===== config.mk =====
export PLATFORM = sky130hd
export DESIGN_NAME = lcd_bus_sequencer
export DESIGN_NICKNAME = d
export VERILOG_FILES = /design/src/rtl/lcd_pkg.sv /design/src/rtl/lcd_wait_timer.sv /design/src/rtl/lcd_bus_sequencer.sv
export SDC_FILE = /design/constraint.sdc
export NUM_CORES = 1
export LEC_CHECK = 0
export CAP_MARGIN = 20
export CORE_MARGIN = 1
export CORE_UTILIZATION = 49
export DETAILED_ROUTE_END_ITERATION = 8
export PLACE_DENSITY_LB_ADDON = 0.15
export SYNTH_ARGS = -nofsm -noshare
export SYNTH_HDL_FRONTEND = slang
export SYNTH_SLANG_ARGS = --single-unit

===== constraint.sdc =====
create_clock -name FiftyM_clk -period 2.7 [get_ports FiftyM_clk]
set_clock_uncertainty 0.1 [all_clocks]
set_input_delay 0.81 -clock FiftyM_clk [delete_from_list [all_inputs] [get_ports FiftyM_clk]]
set_output_delay 0.81 -clock FiftyM_clk [all_outputs]
set_load 0.02 [all_outputs]

===== src/rtl/lcd_pkg.sv =====
// Shared types and constants for the HD44780-style LCD bus sequencer.
package lcd_pkg;

    typedef enum logic [2:0] {
        ST_PWRUP = 3'd0,
        ST_INIT  = 3'd1,
        ST_SETUP = 3'd2,
        ST_PULSE = 3'd3,
        ST_HOLD  = 3'd4,
        ST_WAIT  = 3'd5,
        ST_IDLE  = 3'd6
    } lcd_state_e;

    typedef struct packed {
        logic       rs;
        logic [7:0] data;
    } lcd_xfer_t;

    localparam int unsigned INIT_LEN      = 7;
    localparam int unsigned IDX_W         = 3;
    localparam logic        RS_CMD        = 1'b0;
    localparam logic        RS_DATA       = 1'b1;
    localparam logic [7:0]  CLR_HOME_MASK = 8'hFC;

    function automatic logic [7:0] init_rom(input logic [IDX_W-1:0] idx);
        case (idx)
            3'd0, 3'd1, 3'd2: return 8'h30;
            3'd3:             return 8'h38;
            3'd4:             return 8'h0C;
            3'd5:             return 8'h01;
            3'd6:             return 8'h06;
            default:          return 8'h00;
        endcase
    endfunction

    // Clear and return-home commands need the long busy interval.
    function automatic logic is_long_cmd(input logic rs, input logic [7:0] b);
        return (rs == RS_CMD) && ((b & CLR_HOME_MASK) == 8'h00);
    endfunction

    function automatic int unsigned max5(input int unsigned a, input int unsigned b,
                                         input int unsigned c, input int unsigned d,
                                         input int unsigned e);
        int unsigned m;
        m = a;
        if (b > m) m = b;
        if (c > m) m = c;
        if (d > m) m = d;
        if (e > m) m = e;
        return m;
    endfunction

endpackage


===== src/rtl/lcd_wait_timer.sv =====
// Loadable down-counter; done is high in the last cycle of an N-cycle interval loaded with N.
module lcd_wait_timer #(
    parameter int unsigned CNT_W = 8
) (
    input  logic             clk,
    input  logic             i_load,
    input  logic [CNT_W-1:0] i_load_val,
    output logic             o_done_c
);

    logic [CNT_W-1:0] r_cnt;

    // Parent holds i_load during reset, so the count needs no reset of its own.
    always_ff @(posedge clk) begin
        if (i_load) begin
            r_cnt <= i_load_val;
        end else if (r_cnt != '0) begin
            r_cnt <= r_cnt - CNT_W'(1);
        end
    end

    assign o_done_c = (r_cnt == CNT_W'(1));

endmodule


===== src/rtl/lcd_bus_sequencer.sv =====
// HD44780 bus sequencer: power-on init, then round-robin byte writes from two requesters.
module lcd_bus_sequencer
    import lcd_pkg::*;
#(
    parameter int unsigned T_PWRUP = 750000,
    parameter int unsigned T_AS    = 2,
    parameter int unsigned T_EN    = 12,
    parameter int unsigned T_CMD   = 2000,
    parameter int unsigned T_CLR   = 82000
) (
    input  logic       FiftyM_clk,
    input  logic       rst,
    input  logic       req_a,
    input  logic       rs_a,
    input  logic [7:0] data_a,
    output logic       ack_a,
    input  logic       req_b,
    input  logic       rs_b,
    input  logic [7:0] data_b,
    output logic       ack_b,
    output logic       ready,
    output logic [7:0] DB,
    output logic       RS,
    output logic       RW,
    output logic       EN
);

    localparam int unsigned CNT_W = $clog2(max5(T_PWRUP, T_AS, T_EN, T_CMD, T_CLR)) + 1;

    lcd_state_e       r_state, w_state_nxt;
    logic [IDX_W-1:0] r_idx, w_idx_nxt;
    logic             r_rr_b, w_rr_b_nxt;
    lcd_xfer_t        r_xfer, w_xfer_nxt;
    logic             r_en, w_en_nxt;
    logic             r_ready, w_ready_nxt;
    logic             r_ack_a, w_ack_a_nxt;
    logic             r_ack_b, w_ack_b_nxt;
    logic             w_tmr_load;
    logic [CNT_W-1:0] w_tmr_val;
    logic             w_tmr_done;
    logic             w_gnt_a, w_gnt_b;

    lcd_wait_timer #(.CNT_W(CNT_W)) u_timer (
        .clk        (FiftyM_clk),
        .i_load     (w_tmr_load),
        .i_load_val (w_tmr_val),
        .o_done_c   (w_tmr_done)
    );

    // On a tie the requester that is not the pointer wins.
    assign w_gnt_a = req_a && (!req_b || r_rr_b);
    assign w_gnt_b = req_b && (!req_a || !r_rr_b);

    always_comb begin
        w_state_nxt = r_state;
        w_idx_nxt   = r_idx;
        w_rr_b_nxt  = r_rr_b;
        w_xfer_nxt  = r_xfer;
        w_ack_a_nxt = 1'b0;
        w_ack_b_nxt = 1'b0;
        w_tmr_load  = 1'b0;
        w_tmr_val   = '0;
        if (!rst) begin
            w_tmr_load = 1'b1;
            w_tmr_val  = CNT_W'(T_PWRUP);
        end else begin
            case (r_state)
                ST_PWRUP: begin
                    if (w_tmr_done) w_state_nxt = ST_INIT;
                end
                ST_INIT: begin
                    w_xfer_nxt.rs   = RS_CMD;
                    w_xfer_nxt.data = init_rom(r_idx);
                    w_state_nxt     = ST_SETUP;
                    w_tmr_load      = 1'b1;
                    w_tmr_val       = CNT_W'(T_AS);
                end
                ST_SETUP: begin
                    if (w_tmr_done) begin
                        w_state_nxt = ST_PULSE;
                        w_tmr_load  = 1'b1;
                        w_tmr_val   = CNT_W'(T_EN);
                    end
                end
                ST_PULSE: begin
                    if (w_tmr_done) w_state_nxt = ST_HOLD;
                end
                ST_HOLD: begin
                    w_state_nxt = ST_WAIT;
                    w_tmr_load  = 1'b1;
                    w_tmr_val   = is_long_cmd(r_xfer.rs, r_xfer.data) ? CNT_W'(T_CLR)
                                                                      : CNT_W'(T_CMD);
                end
                ST_WAIT: begin
                    if (w_tmr_done) begin
                        if (r_idx < IDX_W'(INIT_LEN)) w_idx_nxt = r_idx + IDX_W'(1);
                        w_state_nxt = (w_idx_nxt < IDX_W'(INIT_LEN)) ? ST_INIT : ST_IDLE;
                    end
                end
                ST_IDLE: begin
                    if (w_gnt_a) begin
                        w_xfer_nxt.rs   = rs_a;
                        w_xfer_nxt.data = data_a;
                        w_ack_a_nxt     = 1'b1;
                    end else if (w_gnt_b) begin
                        w_xfer_nxt.rs   = rs_b;
                        w_xfer_nxt.data = data_b;
                        w_ack_b_nxt     = 1'b1;
                    end
                    if (req_a && req_b) w_rr_b_nxt = w_gnt_b;
                    if (w_gnt_a || w_gnt_b) begin
                        w_state_nxt = ST_SETUP;
                        w_tmr_load  = 1'b1;
                        w_tmr_val   = CNT_W'(T_AS);
                    end
                end
                default: w_state_nxt = ST_PWRUP;
            endcase
        end
        w_en_nxt    = (w_state_nxt == ST_PULSE);
        w_ready_nxt = (w_state_nxt == ST_IDLE);
    end

    always_ff @(posedge FiftyM_clk) begin
        if (!rst) begin
            r_state <= ST_PWRUP;
            r_idx   <= '0;
            r_rr_b  <= 1'b1;
            r_xfer  <= '0;
            r_en    <= 1'b0;
            r_ready <= 1'b0;
            r_ack_a <= 1'b0;
            r_ack_b <= 1'b0;
        end else begin
            r_state <= w_state_nxt;
            r_idx   <= w_idx_nxt;
            r_rr_b  <= w_rr_b_nxt;
            r_xfer  <= w_xfer_nxt;
            r_en    <= w_en_nxt;
            r_ready <= w_ready_nxt;
            r_ack_a <= w_ack_a_nxt;
            r_ack_b <= w_ack_b_nxt;
        end
    end

    assign DB    = r_xfer.data;
    assign RS    = r_xfer.rs;
    assign RW    = 1'b0;
    assign EN    = r_en;
    assign ready = r_ready;
    assign ack_a = r_ack_a;
    assign ack_b = r_ack_b;

endmodule


==> results.json <==
{
  "status": "complete, no violations",
  "tritoncts_clock_tree": "yes",
  "post_cts_hold_buffer_count": 0,
  "standard_cell_core_area_um2": 4880,
  "synthesis.area_um2": 2560,
  "clock_tree.htree_level_count": 2,
  "hold_path.class": "reg -> reg",
  "grt_antenna_before_repair": 0,
  "slew_violations": 0,
  "area_growth_pct": 22.43,
  "post_synth_num_cell_types": 58,
  "initial_utilization_pct": 52.46,
  "synth.largest_area_cell": "edfxtp_1",
  "setup_total_negative_slack_ps": 0,
  "final_common_cell": "clkdlybuf4s50_1",
  "synth_seq_cells": 41,
  "routed_wire_length_per_instance_um": 15.62,
  "post_route_minimum_period_ps": 2410,
  "cts_num_sinks": 41,
  "clock_pin_slew_worst_setup_and_hold_paths_ps": 80,
  "place_area_um2": 3035,
  "required_ps": 2660,
  "io_pins": 36,
  "place.detailed.hpwl_mm": 4.207,
  "cts_post_setup_buffers_inserted": 0,
  "design.final.nets": 343,
  "power.density_cell_area_nw_per_um2": 395.0,
  "vdd_ir_drop_max_mv": 0.2308,
  "yosys.area.top_type_share_pct": 24.63,
  "post_cts_resize_count": 0,
  "asyncSetResetFlopFracSynth_pct": 0,
  "worstPathMaxFanout": 4,
  "worstHoldStart": "RS",
  "timing.reg2reg.setup_slack_ps": 290,
  "rr_endpoint": "u_timer.r_cnt[10]",
  "die_width_um": 74.28,
  "post-layout-total-power_mw": 1.238,
  "worst_r2r_path_depth": 7,
  "r2r_start": "u_timer.r_cnt[0]",
  "critical_path_class": "reg -> reg",
  "power.static_leakage_nw": 1.077,
  "synth_warnings": 0,
  "core.rowCount": 25,
  "synthesized_nets": 300,
  "layout.cell_area.non_filler_um2": 3134,
  "drt_first_pass_iters": 4,
  "drive_gt1_share_pct": 15.29,
  "startpoint_type": "flop",
  "post_drt_via_cell_ratio": 5.651,
  "final_cell_count_no_fill": 381,
  "die_h_um": 74.28,
  "pre_cts_slack_ps": -288.5,
  "vias": 2153,
  "drt_iter0_drc": 145,
  "syn-mean-instance-area_um2": 9.481,
  "max_cap_viol_count": 0,
  "min_period_over_period_pct": 89.25,
  "grt_setup_unrepaired": "false",
  "die_area_um2": 5518,
  "synth_area_leaders": "edfxtp_1 (25%), dfxtp_1 (16%), xnor2_1 (5.5%)",
  "wirelength_mm": 5.950,
  "maxClockFrequency_mhz": 415.0,
  "clk_path_buf_depth": 2,
  "library_cell_used_as_clock_root_buffer": "clkbuf_8",
  "cts_made_buffers": 5,
  "grt_pass1_wl_mm": 9.873,
  "io_buffer_count": 34,
  "grt_max_degree": 26,
  "ant_nets": 0,
  "final_core_util_pct": 64.23,
  "hold_depth": 2,
  "synth-seq-area-share_pct": 40.27,
  "setup_viol": 0,
  "timing.hold.ws_ps": 382.1,
  "worst-endpoint-arrival_ps": 2370,
  "track_usage_pct": 23.53,
  "timing.hold.worst_endpoint": "RS",
  "n_antenna_cell": 0,
  "gpl.final_weighted_congestion": 0.7727,
  "number_of_global_route_vias_before_repair": 2067,
  "endpoint_kind": "flop",
  "grt.overflow.total": 0,
  "worstSkewPairLatency_ps": 290,
  "fin_ws_ps": 290.2,
  "postSynth.topFlopCell": "edfxtp_1",
  "post-place-cells": 372,
  "synth_enable_flop_cells": 21,
  "remaining_drc_errors": 0,
  "synthesis.instances": 270,
  "final-hold-violation-count": 0,
  "most-common-layout-cells": "clkdlybuf4s50_1 (32), nor2_1 (31), edfxtp_1 (21)"
}
[where the power goes]
group          total, mW  internal, mW  switching [mW]
Sequential         0.690         0.667          0.0230
Combinational      0.148        0.0785          0.0695
Clock              0.400         0.180           0.221
[routing by layer]
layer / vias to the layer above / GRT usage [%] / wire (µm)
li1: 1066 / - / -
met1: 1032 / 32.07 / 2922
met2: 49 / 37.27 / 2712
met3: 6 / 5.827 / 256
met4: 0 / 6.499 / 59
met5: - / 0 / 0
[worst max-delay path, cell delays in order, from the launching register on]
cell and delay, ps:
edfxtp_1 450, inv_1 140, ha_1 250, or4b_1 540, nor4_1 310, xnor2_1 170, nor2_1 50, o21a_1 150
[cell families (layout without fill, tap and decap cells)]
family | after synthesis | in the layout | synth area share [%]
other | 1 | 1 | 0.1465
flip-flops | 41 | 41 | 40.27
adder cells (fa/ha/maj) | 8 | 8 | 3.910
XOR/XNOR | 19 | 19 | 6.501
buffers and inverters | 24 | 67 | 3.861
AND/OR/NAND/NOR | 110 | 111 | 25.42
AO/OA/AOI/OAI | 56 | 56 | 15.20
multiplexers | 11 | 11 | 4.692
[cell type report]
type,instances,area [µm²]
Clock buffer,6,72.57
Multi-Input combinational cell,206,1445
Tap cell,67,83.83
Timing Repair Buffer,48,450.4
Clock inverter,2,10.01
Fill cell,427,1745
Sequential cell,41,1031
Inverter,11,41.29
[cell usage after synthesis (all sizes together) (9+ instances only)]
cell and number:
nor2 32, edfxtp 21, dfxtp 20, nand2 19
o21ai 19, xnor2 16, nand3 14, nor3 13
inv 11, nor4 10, clkbuf 9
[registers in the layout, summed over array words and instances (netlist names)]
| register | count |
|---|---|
| ready | 1 |
| EN | 1 |
| u_timer.r_cnt | 21 |
| ack_b | 1 |
| DB | 8 |
| r_rr_b | 1 |
| RS | 1 |
| ack_a | 1 |
| r_idx | 3 |
| r_state | 3 |
[worst max path at each step]
stage,start,to,slack (ps),cells past startpoint
after global placement,req_b,u_timer.r_cnt[15],-240,6
after floorplan,req_b,u_timer.r_cnt[0],180,6
after CTS,req_b,u_timer.r_cnt[8],20,6
final,u_timer.r_cnt[0],u_timer.r_cnt[10],290,7
after global routing,u_timer.r_cnt[0],u_timer.r_cnt[10],140,7
after detailed placement,req_b,u_timer.r_cnt[13],-290,6
Power figures use the tool's default switching activity.
